### config.mk
export PLATFORM = sky130hd
export DESIGN_NAME = local_port_adapter
export DESIGN_NICKNAME = d
export VERILOG_FILES = /design/src/rtl/local_port_adapter.sv
export SDC_FILE = /design/constraint.sdc
export NUM_CORES = 1
export LEC_CHECK = 0
export BUFFER_PORTS_ARGS = -buffer_cell sky130_fd_sc_hd__buf_2
export CAP_MARGIN = 5
export CORE_MARGIN = 2
export CORE_UTILIZATION = 30
export CTS_BUF_LIST = sky130_fd_sc_hd__clkbuf_8 sky130_fd_sc_hd__clkbuf_16
export DETAILED_ROUTE_END_ITERATION = 12
export PLACE_DENSITY_LB_ADDON = 0.08
export SYNTH_ARGS = -nofsm -noshare
export SYNTH_HDL_FRONTEND = slang
export SYNTH_SLANG_ARGS = --single-unit
### constraint.sdc
create_clock -name clk -period 5.89 [get_ports clk]
set_input_delay 0.2945 -clock clk [delete_from_list [all_inputs] [get_ports clk]]
set_output_delay 0.2945 -clock clk [all_outputs]
set_load 0.02 [all_outputs]
### src/rtl/local_port_adapter.sv
// Network-interface endpoint that bridges a core's push/pop FIFOs to a switch local port using 4-phase handshakes.
// Optional build macro NI_ADDR_CHECK_EN: also discard RX flits whose address differs from ADDR.
module local_port_adapter #(
  parameter int DATA_SIZE = 32,
  parameter int ADDR_SIZE = 4,
  parameter int ADDR      = 0,
  parameter int TX_LOG2   = 2,
  parameter int RX_LOG2   = 2
) (
  input  logic                               clk,
  input  logic                               a_rst,
  input  logic                               tx_valid,
  input  logic [ADDR_SIZE-1:0]               tx_addr,
  input  logic [DATA_SIZE-1:0]               tx_data,
  output logic                               tx_ready,
  output logic                               rx_valid,
  output logic [ADDR_SIZE-1:0]               rx_addr,
  output logic [DATA_SIZE-1:0]               rx_data,
  input  logic                               rx_ack,
  output logic [DATA_SIZE+ADDR_SIZE:0]       sw_data_o,
  output logic                               sw_wr_ready_out,
  input  logic                               sw_r_ready_in,
  input  logic [DATA_SIZE+ADDR_SIZE:0]       sw_data_i,
  input  logic                               sw_wr_ready_in,
  output logic                               sw_r_ready_out,
  output logic                               err_addr
);
  localparam int BUS_SIZE = DATA_SIZE + ADDR_SIZE + 1;
  localparam int PL_SIZE  = DATA_SIZE + ADDR_SIZE;
  localparam int TX_DEPTH = 1 << TX_LOG2;
  localparam int RX_DEPTH = 1 << RX_LOG2;

  typedef enum logic [1:0] {TX_IDLE, TX_REQ, TX_REL} tx_state_e;
  typedef enum logic {RX_WAIT, RX_ACK} rx_state_e;

  tx_state_e tx_state_q;
  rx_state_e rx_state_q;

  // ---------------- TX FIFO (core -> switch) ----------------
  logic [PL_SIZE-1:0] tx_mem [TX_DEPTH];
  logic [TX_LOG2:0]   tx_wr_q, tx_wr_d, tx_rd_q, tx_rd_d;
  logic               tx_empty, tx_full, tx_push, tx_pop;
  logic [PL_SIZE-1:0] tx_head;

  assign tx_empty = (tx_wr_q == tx_rd_q);
  assign tx_full  = (tx_wr_q[TX_LOG2] != tx_rd_q[TX_LOG2]) &&
                    (tx_wr_q[TX_LOG2-1:0] == tx_rd_q[TX_LOG2-1:0]);
  assign tx_ready = ~tx_full;
  assign tx_push  = tx_valid & ~tx_full;
  assign tx_head  = tx_mem[tx_rd_q[TX_LOG2-1:0]];
  // A new request may only start once the switch has released its previous acknowledge.
  assign tx_pop   = ~tx_empty & ~sw_r_ready_in &
                    ((tx_state_q == TX_IDLE) | (tx_state_q == TX_REL));
  assign tx_wr_d  = tx_wr_q + (TX_LOG2+1)'(tx_push);
  assign tx_rd_d  = tx_rd_q + (TX_LOG2+1)'(tx_pop);

  always_ff @(posedge clk) begin
    if (tx_push) tx_mem[tx_wr_q[TX_LOG2-1:0]] <= {tx_addr, tx_data};
  end

  always_ff @(posedge clk or posedge a_rst) begin
    if (a_rst) begin
      tx_wr_q <= '0;
      tx_rd_q <= '0;
    end else begin
      tx_wr_q <= tx_wr_d;
      tx_rd_q <= tx_rd_d;
    end
  end

  always_ff @(posedge clk or posedge a_rst) begin
    if (a_rst) begin
      tx_state_q      <= TX_IDLE;
      sw_wr_ready_out <= 1'b0;
      sw_data_o       <= '0;
    end else begin
      case (tx_state_q)
        TX_IDLE: begin
          if (tx_pop) begin
            sw_data_o       <= {1'b1, tx_head};
            sw_wr_ready_out <= 1'b1;
            tx_state_q      <= TX_REQ;
          end
        end
        TX_REQ: begin
          if (sw_r_ready_in) begin
            sw_wr_ready_out <= 1'b0;
            tx_state_q      <= TX_REL;
          end
        end
        TX_REL: begin
          if (!sw_r_ready_in) begin
            if (tx_pop) begin
              sw_data_o       <= {1'b1, tx_head};
              sw_wr_ready_out <= 1'b1;
              tx_state_q      <= TX_REQ;
            end else begin
              tx_state_q      <= TX_IDLE;
            end
          end
        end
        default: tx_state_q <= TX_IDLE;
      endcase
    end
  end

  // ---------------- RX FIFO (switch -> core) ----------------
  logic [PL_SIZE-1:0] rx_mem [RX_DEPTH];
  logic [RX_LOG2:0]   rx_wr_q, rx_wr_d, rx_rd_q, rx_rd_d;
  logic               rx_empty, rx_full, rx_fire, rx_keep, rx_push, rx_pop;
  logic [PL_SIZE-1:0] rx_head;

  assign rx_empty = (rx_wr_q == rx_rd_q);
  assign rx_full  = (rx_wr_q[RX_LOG2] != rx_rd_q[RX_LOG2]) &&
                    (rx_wr_q[RX_LOG2-1:0] == rx_rd_q[RX_LOG2-1:0]);
  assign rx_fire  = (rx_state_q == RX_WAIT) & sw_wr_ready_in & ~rx_full;
`ifdef NI_ADDR_CHECK_EN
  localparam logic [ADDR_SIZE-1:0] MY_ADDR = ADDR_SIZE'(ADDR);
  assign rx_keep  = sw_data_i[BUS_SIZE-1] & (sw_data_i[PL_SIZE-1:DATA_SIZE] == MY_ADDR);
`else
  assign rx_keep  = sw_data_i[BUS_SIZE-1];
`endif
  assign rx_push  = rx_fire & rx_keep;
  assign rx_pop   = rx_ack & ~rx_empty;
  assign rx_wr_d  = rx_wr_q + (RX_LOG2+1)'(rx_push);
  assign rx_rd_d  = rx_rd_q + (RX_LOG2+1)'(rx_pop);

  assign rx_valid = ~rx_empty;
  assign rx_head  = rx_mem[rx_rd_q[RX_LOG2-1:0]];
  // Head is gated so the outputs read as zero whenever nothing is queued.
  assign rx_addr  = rx_valid ? rx_head[PL_SIZE-1:DATA_SIZE] : '0;
  assign rx_data  = rx_valid ? rx_head[DATA_SIZE-1:0] : '0;

  always_ff @(posedge clk) begin
    if (rx_push) rx_mem[rx_wr_q[RX_LOG2-1:0]] <= sw_data_i[PL_SIZE-1:0];
  end

  always_ff @(posedge clk or posedge a_rst) begin
    if (a_rst) begin
      rx_wr_q <= '0;
      rx_rd_q <= '0;
    end else begin
      rx_wr_q <= rx_wr_d;
      rx_rd_q <= rx_rd_d;
    end
  end

  always_ff @(posedge clk or posedge a_rst) begin
    if (a_rst) begin
      rx_state_q     <= RX_WAIT;
      sw_r_ready_out <= 1'b0;
      err_addr       <= 1'b0;
    end else begin
      err_addr <= 1'b0;
      case (rx_state_q)
        RX_WAIT: begin
          if (rx_fire) begin
            sw_r_ready_out <= 1'b1;
            err_addr       <= ~rx_keep;
            rx_state_q     <= RX_ACK;
          end
        end
        RX_ACK: begin
          if (!sw_wr_ready_in) begin
            sw_r_ready_out <= 1'b0;
            rx_state_q     <= RX_WAIT;
          end
        end
        default: rx_state_q <= RX_WAIT;
      endcase
    end
  end
endmodule
Word-level counts from Yosys, hierarchy flattened
Memory sizes are Yosys's and may differ from the RTL's.
Index checks and enable logic that the tools add are counted.

word-level totals
  output and inout port bits = 78
  logic and storage cells = 79
  memories = 2
  register bits after elaboration = 55
  bits in writable memories = 288
  bits of input ports = 79

memories
  name    words  width  rd ports  clocked after Yosys merged registers in  write ports  RTL line  RTL
  rx_mem  4      36     1         0                                        1            108       logic [PL_SIZE-1:0] rx_mem [RX_DEPTH];
  tx_mem  4      36     1         0                                        1            40        logic [PL_SIZE-1:0] tx_mem [TX_DEPTH];

operators by class
  reduce and logical (&&, ||, !) cells = 9
  muxes and demuxes = 26
  add/subtract/negate cells = 4
  bitwise operators = 15
  equality and inequality tests = 13

operator list
  operator                                                         number
  37-bit 2-to-1 mux                                                2
  37-bit one-hot mux with 2 select lines                           1
  32-bit 2-to-1 mux                                                1
  1-bit 2-to-1 mux                                                 14
  3-bit by 1-bit adder with 3-bit output                           4
  2-bit inequality test, second input constant                     5
  1-bit AND                                                        7
  1-bit inverter                                                   7
  3-bit == test                                                    2
  2-bit 2-to-1 mux                                                 3
  2-bit one-hot mux with 3 select lines                            1
  3-bit AND reduction                                              2
  2-bit == test                                                    2
  4-bit 2-to-1 mux                                                 1
  1-bit one-hot mux with 2 select lines                            2
  2-bit AND reduction                                              2
  1-bit one-hot mux with 3 select lines                            1
  3-bit nonzero test                                               1
  2-bit by 1-bit == test with 1-bit output, second input constant  1
  2-bit == test, second input constant                             1
  1-bit logical AND                                                2
  2-bit zero test                                                  1
  1-bit inequality test                                            2
  2-bit nonzero test                                               1
  1-bit bitwise OR                                                 1

Logic depth before layout (Yosys ltp)
Gate-level depths: netlist of run 1.

  depth in word-level cells = 7
  gate-level depth with buffers = 9

Worst setup path before layout of run 1
Ideal clock, no wire load.

  path type = reg2reg
  start = register rx_rd_q[1]
  end = memory rx_mem[2][0] in the netlist's numbering, enable pin
  setup time = 0.482 ns
  buffers on the path = 1
  arrival time = 3.690 ns
  clock period less this slack = 4.172 ns
  stages on the path, launching flop included = 5
  setup slack = 1.718 ns
  path through = dfrtp_1 -> buf_2 -> xor2_1 -> o311ai_1 -> nor3b_1

on the way
  longest elaborated chain between the ends = 7

RTL lines
  item                                    RTL line  RTL
  from (decl)                             109       logic [RX_LOG2:0] rx_wr_q, rx_wr_d, rx_rd_q, rx_rd_d;
  from (signal assigned)                  144       rx_rd_q <= rx_rd_d;
  2-bit == test                           115       (rx_wr_q[RX_LOG2-1:0] == rx_rd_q[RX_LOG2-1:0]);
  1-bit logical AND                       114       assign rx_full = (rx_wr_q[RX_LOG2] != rx_rd_q[RX_LOG2]) &&
  1-bit inverter                          116       assign rx_fire = (rx_state_q == RX_WAIT) & sw_wr_ready_in & ~rx_full;
  1-bit AND                               116
  1-bit AND                               123       assign rx_push = rx_fire & rx_keep;
  1-bit 2-to-1 mux                        135       if (rx_push) rx_mem[rx_wr_q[RX_LOG2-1:0]] <= sw_data_i[PL_SIZE-1:0];
  1-bit 2-to-1 mux (implied by the code)  135
  to (decl)                               108

Every way passes these cells.

Worst setup path in the final report of run 1
  start = register rx_rd_q[1]
  end = output port rx_addr[0]

on the way
  longest elaborated chain between the ends = 2
  elaborated cells between the ends (all ways) = 3
  those cells by class = eq/ne: 1; mux: 1; memory: 1

RTL lines
  item                                                            RTL line  RTL
  memory read 4 x 36 bit / 3-bit == test (equally long branches)  --
  4-bit 2-to-1 mux *                                              131       assign rx_addr = rx_valid ? rx_head[PL_SIZE-1:DATA_SIZE] : '0;
  to (decl)                                                       17        output logic [ADDR_SIZE-1:0] rx_addr,

Mark *: on every way between the ends. The rest lies on a longest branch, timed or not.

==> results_dict.tcl, run 1 <==
set metrics [dict create \
    leakage_nw 5.95 \
    syn2layout_area_growth_pct 27.2 \
    synth_top_family_by_area "multiplexers" \
    required_ns 5.60 \
    dp_hpwl_um 15900 \
    synth_most_common_cell "edfxtp_1" \
    async_flop_share_pct 16.0 \
    placed_area_mm2 0.0145 \
    reg2reg_depth 8 \
    avgSynthCellArea_um2 22.8 \
    coreArea_mm2 0.0429 \
    synth_area_leaders "edfxtp_1, mux4_2, dfrtp_1, mux2_4, nor2b_1" \
    synthSimpleGateAreaFrac_pct 2.66 \
    synth_nets 657 \
    clock_path_buffers 3 \
    maxCapViolations 0 \
    port_buffers 156 \
    drc 0 \
    synth_compound_area_share_pct 0.636 \
    start_kind "flip-flop" \
    ys.flop_type "edfxtp_1" \
    ys_types 32 \
    synth-xor-area-share_pct 1.07 \
    wl_um 27600 \
    post_drt_wl_per_cell_um 19.0 \
    rsz0062_at_grt "false" \
    ys_seq_area_share_pct 77.3 \
    slowest_stage "dfrtp_2" \
    final_antenna_net_count 0 \
    ir_drop_v 0.000260 \
    drt_iter0_drc 186 \
    fin_util_pct 38.5 \
    netlist_instances 570 \
    cts_sinks 343 \
    clk_pin_slew_ns 0.06 \
    hp-class "in2reg" \
    critPathLaunch "rx_rd_q[1]" \
    grt_pass1_vias 6976 \
    crit_fanout 38 \
    num_rows 76 \
    die_area_mm2 0.0449 \
    gp_congestion 0.648 \
    root_buffer "clkbuf_16" \
    initial_core_util_pct 30.3 \
    insertedDiodeCount 0 \
    via_count 6248 \
    cellPowerDensity_mw_per_mm2 519 \
    fin_skew_ns 0.0220 \
    postLayoutSetupSlackWorst_ns 2.69 \
    vias_per_cell 4.31 \
    r2r_slack_ns 2.78 \
    htree_num_levels 2 \
    r2r-start "tx_rd_q[0]" \
    finalHoldViolations 0 \
    yosys_warnings 0 \
    grt_usage_pct 12.4 \
    yosys.area.top_type "edfxtp_1" \
    drt_first_pass_iters 4 \
    worst-setup-path-type "reg2out" \
    pre_cts_ws_ns 2.65 \
    clock.fmax_mhz 313 \
    tns_ns 0 \
    synthMuxAreaShare_pct 16.1 \
    path_cells "xor2_1 > nor3b_2 > buf_4 > nor2b_1 > buf_2" \
    crit_cells 5 \
    post-route-min-period_ns 3.20 \
    cts_resized 0 \
    worstMarginPinSlew_ns 1.02 \
    drv_slew 0 \
    critPathTopFamily "flip-flops" \
    fp.dieH_um 212 \
    insertion_delay_ns 0.53 \
    yosysTopAreaCellShare_pct 66.6 \
    synth_fa_ha_area_share_pct 0.771 \
    crit_end "rx_addr[0]" \
    ys_seq_elements 343 \
    end_kind "output pin" \
    fill_cells 3949 \
    finalSetupViolations 0 \
    max-slew-margin-rel_pct 30.6 \
    fin_nets 920 \
    grt_pass1_wl_um 41200 \
    synth_common_cells "edfxtp_1, mux4_2, dfrtp_1" \
    r2r_end "tx_rd_q[2]" \
    cp_num_buf_inv 2 \
    cts_buffers 40 \
    grt_antenna_before_repair 1 \
    max_stage_delay_ns 1.05 \
    crit_arrival_ns 2.90 \
    finalCritPeriodShare_pct 54.3 \
    netlist_area_mm2 0.0130 \
    grt_max_degree 50 \
    status "complete, no violations" \
    cts_tree "done" \
    die_w_um 212 \
    finalInstanceArea_mm2 0.0165 \
    synth_edf_count 288 \
    ioPinCount 157 \
    overflow 0 \
    drive_gt1_share_pct 40.7 \
]
## metrics by stage
stage	cells	power (mW)	hold WS [ns]
after detailed placement	1301	6.33	0.196
after global routing	1450	9.05	0.0449
after CTS	1450	8.76	0.0212
after global placement	1301	6.29	0.191
after floorplan	570	5.41	0.366
final	1450	8.56	0.0590
## layout make-up
class                   count  area [µm²]  area share, %
clock buffers              42        1040           6.30
flip-flops and latches    343       10000           60.8
multi-input cells         195        2810           17.0
clock inverters            32         231           1.40
inverters                   8        30.0          0.182
repair buffers            245        1640           9.92
well taps                 585         732           4.43
## tightest hold or removal path: stages
cell     delay, ns
buf_2         0.11
nand2_1       0.08
nor3_1        0.05
## power by group
part	internal (mW)	switching [mW]	leakage [nW]
Sequential	3.17	0.252	3.26
Clock	1.41	0.941	0.665
Combinational	1.22	1.57	2.02
## sequential cells by signal, indices dropped and copies added (netlist names), 2 cells and up
signal	flops
rx_mem	144
tx_mem	144
sw_data_o	37
rx_rd_q	3
rx_wr_q	3
tx_rd_q	3
tx_wr_q	3
tx_state_q	2
## layout by cell type (no fill, tap or decap), types with 3 or more instances in the layout
master	synthesis	final
xnor2_1	3	3
nor2b_1	38	38
dfrtp_2	0	4
edfxtp_1	288	288
clkbuf_16	0	41
buf_4	4	14
mux4_2	72	72
ha_1	8	8
inv_1	8	20
mux2_4	18	18
clkinvlp_4	0	3
clkinv_2	0	5
dlygate4sd3_1	0	75
clkinv_1	0	5
nor3b_2	0	5
buf_2	8	156
mux2_2	18	18
xor2_1	6	6
bufinv_16	0	3
dfrtp_1	55	51
## how the worst min path moves through the flow
stage                             to            from  slack [ns]  depth (start not counted)
after floorplan             err_addr   sw_data_i[36]        0.37                          1
after CTS                   err_addr  sw_wr_ready_in        0.02                          3
after global placement    rx_rd_q[2]           a_rst        0.19                          2
final                       err_addr  sw_wr_ready_in        0.06                          3
after detailed placement  rx_rd_q[2]           a_rst        0.20                          2
after global routing      rx_state_q  sw_wr_ready_in        0.04                          2
## kinds of logic (layout without fill, tap and decap cells)
family,Yosys count,after routing
adders and majority gates,8,8
xor gates and xnor gates,12,12
muxes,108,108
AOI/OAI and AO/OA,10,10
buffers and inverters,32,327
DFF,343,343
and+or+nand+nor,57,57
## routing by layer
layer	track usage, %	vias up	wire (µm)
met5	0	-	11
met4	3.98	2	665
met3	3.41	52	1540
met2	22.0	139	14000
met1	14.6	3224	11400
li1	-	2831	-
## what timing repair did
| action | CTS | global route |
|---|---|---|
| hold endpoints to repair | 297 | 0 |
| hold buffers | 75 | 0 |
| buffers inserted | 0 | 0 |
Power figures use the tool's default switching activity.
==> run 2: changes to the inputs <==
==> constraint.sdc (replaced) <==
create_clock -name clk -period 2.8 [get_ports clk]
set_input_delay 0.14 -clock clk [delete_from_list [all_inputs] [get_ports clk]]
set_output_delay 0.14 -clock clk [all_outputs]
set_load 0.02 [all_outputs]
==> results_dict.tcl, run 2 (synthesized netlist as in run 1, its figures left out) <==
set metrics [dict create \
    post-route-min-period_ns 2.46 \
    ir_drop_v 0.000552 \
    drive_gt1_share_pct 41.5 \
    drc 0 \
    worst-setup-path-type "reg2out" \
    placed_area_mm2 0.0146 \
    tns_ns 0 \
    ioPinCount 157 \
    port_buffers 156 \
    start_kind "flip-flop" \
    rsz0062_at_grt "false" \
    drt_iter0_drc 262 \
    grt_antenna_before_repair 0 \
    cts_sinks 343 \
    insertion_delay_ns 0.55 \
    dp_hpwl_um 16100 \
    maxCapViolations 0 \
    final_common_cell "edfxtp_1" \
    multiInputGateArea_mm2 0.00284 \
    grt_max_degree 38 \
    post_cts_buffers 0 \
    initial_core_util_pct 30.3 \
    final-seq-area_mm2 0.0100 \
    die_w_um 212 \
    mostFrequentLayoutCells "edfxtp_1, buf_2, dlygate4sd3_1, mux4_2, dfrtp_1" \
    crit_fanout 37 \
    fp.dieH_um 212 \
    critPathTopFamily "buffers and inverters" \
    coreArea_mm2 0.0429 \
    grt_usage_pct 12.7 \
    die_area_mm2 0.0449 \
    clock_path_buffers 3 \
    fill_cells 3938 \
    crit_arrival_ns 2.32 \
    final_antenna_net_count 0 \
    clock.fmax_mhz 406 \
    via_count 6384 \
    drt_first_pass_iters 4 \
    required_ns 2.66 \
    leakage_nw 6.08 \
    finalSetupViolations 0 \
    cts_tree "done" \
    overflow 0 \
    insertedDiodeCount 0 \
    num_rows 76 \
    end_kind "output pin" \
    power_mw 18.4 \
    root_buffer "clkbuf_16" \
    finalCritPeriodShare_pct 88.0 \
    vias_per_cell 4.38 \
    worstMarginPinSlew_ns 1.06 \
    cp_num_buf_inv 2 \
    grt_pass1_wl_um 42400 \
    fin_skew_ns 0.0164 \
    fin_nets 929 \
    cts_buffers 40 \
    max-slew-margin-rel_pct 29.6 \
    fin_util_pct 39.1 \
    slowest_stage "mux4_2" \
    wl_um 27700 \
    gp_congestion 0.693 \
    hp-class "in2reg" \
    clk_pin_slew_ns 0.06 \
    path_cells "buf_6 > mux4_2 > nor2b_1 > buf_2" \
    htree_num_levels 2 \
    drv_slew 0 \
    finalInstanceArea_mm2 0.0168 \
    max_stage_delay_ns 0.57 \
    grt_pass1_vias 7073 \
    syn2layout_area_growth_pct 29.3 \
    post_drt_wl_per_cell_um 19.0 \
    cellPowerDensity_mw_per_mm2 1090 \
    finalHoldViolations 0 \
    status "complete, no violations" \
]
## run 2: stage by stage
| step | cells | hold WS, ns | setup slack, ns |
|---|---|---|---|
| after floorplan | 570 | 0.212 | -0.174 |
| after global placement | 1307 | 0.230 | 0.367 |
| after detailed placement | 1307 | 0.246 | 0.335 |
| after CTS | 1457 | 0.00338 | 0.0363 |
| after global routing | 1457 | 0.0343 | 0.159 |
| final | 1457 | 0.0284 | 0.337 |
## run 2: power breakdown
group	internal [mW]	leakage [nW]	switching [mW]
logic	2.66	2.11	3.41
registers	6.66	3.26	0.454
clock network	3.20	0.711	1.98
## run 2: path summary, 6_finish.rpt
path | cells after the start | slack, ns | start | end
worst max-delay path | 4 | 0.34 | rx_rd_q[0] | rx_addr[2]
worst min-delay path | 4 | 0.03 | tx_valid | tx_wr_q[0]
worst max register to register | 4 | 0.40 | tx_wr_q[1] | tx_mem[3][23]
worst min register to register | 1 | 0.47 | sw_data_o[36] | sw_data_o[36]
max in group asynchronous | 4 | 1.82 | a_rst | rx_rd_q[0]
min in group asynchronous | 3 | 0.20 | a_rst | sw_data_o[24]
## run 2: layout make-up
type                       instances  area share (%)
clock inverter                    18           0.813
sequential                       343            59.8
timing repair buffer             254            10.7
inverter                           8           0.179
multi-input combinational        195            16.9
tap                              585            4.36
clock buffer                      54            7.25
## run 2: worst register-to-register path, cell delays in order (launching register included)
cell     delay (ns)
dfrtp_1        0.55
xor2_2         0.31
o31ai_1        0.15
inv_1          0.10
and3_2         0.90
## run 2: layer usage
layer	global-route usage, %	vias to the layer above	share of wire [%]
met4	5.22	0	2.8
met1	15.1	3338	41
li1	-	2854	-
met3	3.13	53	5.1
met5	0	-	0
met2	22.2	139	51
## run 2: what timing repair did
| item | in CTS | in global routing |
|---|---|---|
| hold buffers | 78 | 0 |
| endpoints found under the hold margin | 312 | 0 |
| resized for setup | 0 | 1 |
| endpoints found under the setup margin | 0 | 27 |
==> run 3: changes to the inputs <==
--- a/config.mk
+++ b/config.mk
@@ -7,10 +7,13 @@
 export LEC_CHECK = 0
 export BUFFER_PORTS_ARGS = -buffer_cell sky130_fd_sc_hd__buf_2
 export CAP_MARGIN = 5
+export CELL_PAD_IN_SITES_DETAIL_PLACEMENT = 1
+export CELL_PAD_IN_SITES_GLOBAL_PLACEMENT = 2
 export CORE_MARGIN = 2
 export CORE_UTILIZATION = 30
 export CTS_BUF_LIST = sky130_fd_sc_hd__clkbuf_8 sky130_fd_sc_hd__clkbuf_16
 export DETAILED_ROUTE_END_ITERATION = 12
+export MAX_ROUTING_LAYER = met4
 export PLACE_DENSITY_LB_ADDON = 0.08
 export SYNTH_ARGS = -nofsm -noshare
 export SYNTH_HDL_FRONTEND = slang
==> constraint.sdc (replaced) <==
create_clock -name clk -period 2.45 [get_ports clk]
set_input_delay 0.1225 -clock clk [delete_from_list [all_inputs] [get_ports clk]]
set_output_delay 0.1225 -clock clk [all_outputs]
set_load 0.02 [all_outputs]
==> results_dict.tcl, run 3 (synthesized netlist as in run 1, its figures left out) <==
set metrics [dict create \
    worstMarginPinSlew_ns 0.852 \
    clk_pin_slew_ns 0.06 \
    drt_first_pass_iters 4 \
    fp.dieH_um 212 \
    drv_slew 0 \
    vias_per_cell 4.40 \
    port_buffers 156 \
    finalCritPeriodShare_pct 93.9 \
    overflow 0 \
    drive_gt1_share_pct 41.7 \
    dp_hpwl_um 16600 \
    grt_pass1_vias 7435 \
    gp_congestion 0.664 \
    crit_arrival_ns 2.18 \
    ir_drop_v 0.000609 \
    num_rows 76 \
    drt_iter0_drc 273 \
    required_ns 2.33 \
    via_count 6440 \
    start_kind "flip-flop" \
    leakage_nw 6.08 \
    rsz0062_at_grt "false" \
    final_antenna_net_count 0 \
    drc 0 \
    grt_usage_pct 13.9 \
    cts_sinks 343 \
    fin_util_pct 39.3 \
    worst-setup-path-type "reg2out" \
    status "complete, no violations" \
    pre_cts_ws_ns 0.254 \
    grt_antenna_before_repair 1 \
    postLayoutSetupSlackWorst_ns 0.148 \
    root_buffer "clkbuf_16" \
    max_stage_delay_ns 0.49 \
    wl_um 29300 \
    clock_path_buffers 3 \
    mostFrequentLayoutCells "edfxtp_1, buf_2, dlygate4sd3_1, mux4_2, dfrtp_1" \
    die_area_mm2 0.0449 \
    syn2layout_area_growth_pct 29.9 \
    fin_skew_ns 0.0153 \
    cellPowerDensity_mw_per_mm2 1260 \
    finalSetupViolations 0 \
    post-route-min-period_ns 2.30 \
    ioPinCount 157 \
    cts_tree "done" \
    post_drt_wl_per_cell_um 20.0 \
    final_common_cell "edfxtp_1" \
    fin_nets 930 \
    insertion_delay_ns 0.55 \
    max-slew-margin-rel_pct 43.1 \
    slowest_stage "dfrtp_2" \
    maxCapViolations 0 \
    hp-class "in2reg" \
    path_cells "xor2_2 > nor3b_4 > buf_12 > nor2b_1 > buf_2" \
    clock.fmax_mhz 434 \
    crit_fanout 33 \
    grt_max_degree 38 \
    cts_buffers 41 \
    htree_num_levels 2 \
    finalHoldViolations 0 \
    coreArea_mm2 0.0429 \
    grt_pass1_wl_um 45100 \
    initial_core_util_pct 30.3 \
    die_w_um 212 \
    end_kind "output pin" \
]
[run 3: report_power, final]
part,leakage [nW],total [mW],internal [mW],switching (mW)
clock,0.676,5.82,3.48,2.34
sequential,3.26,8.20,7.61,0.587
combinational,2.14,7.24,3.22,4.02
[run 3: through the flow]
stage / instances / setup TNS, ns / hold WS, ns / total power, mW / instance area (µm²)
5_1_grt: 1462 / 0 / 0.0627 / 22.5 / 16900
4_1_cts: 1460 / 0 / 0.0327 / 21.7 / 16800
3_3_place_gp: 1306 / 0 / 0.332 / 15.4 / 14700
2_1_floorplan: 570 / -46.11 / 0.194 / 13.1 / 13100
3_5_place_dp: 1306 / 0 / 0.341 / 15.5 / 14700
6_report: 1462 / 0 / 0.0554 / 21.3 / 16900
[run 3: path summary, 6_finish.rpt]
kind	cells after the start	from	to	slack [ns]
hold reg to reg	1	sw_data_o[36]	sw_data_o[36]	0.47
setup reg to reg	5	tx_wr_q[1]	tx_mem[3][30]	0.28
min in group asynchronous	3	a_rst	sw_data_o[12]	0.30
max in group asynchronous	4	a_rst	rx_wr_q[1]	1.48
hold / removal	3	rx_ack	rx_rd_q[0]	0.06
setup / recovery	5	rx_rd_q[0]	rx_data[0]	0.15
[run 3: timing repair]
action,in CTS,in global routing
setup endpoints to repair,33,9
cloned,0,1
resized for setup,6,3
hold buffers,78,0
buffers inserted,0,0
hold endpoints to repair,326,0
[run 3: metal layers]
layer  routed length [µm]  GRT usage, %  up-vias
met1                12100          16.3     3360
met2                14800          23.4      166
li1                     -             -     2859
met3                 1510          2.95       55
met4                  910          5.49        0
met5                    0             -        -
[run 3: area by class of cell]
| class | count | area (µm²) |
|---|---|---|
| flip-flops and latches | 343 | 10000 |
| clock buffers | 43 | 1080 |
| diodes | 1 | 2.50 |
| repair buffers | 254 | 1870 |
| multi-input cells | 195 | 2890 |
| inverters | 8 | 30.0 |
| well taps | 585 | 732 |
| fillers | 4126 | 26000 |
| clock inverters | 33 | 234 |
[run 3: critical path: cells and delay by family (launching register included)]
kind	cells	cell delay [ns]
flops	1	0.49
buf+inv	2	0.41
xor+xnor	1	0.34
simple gates	2	0.36
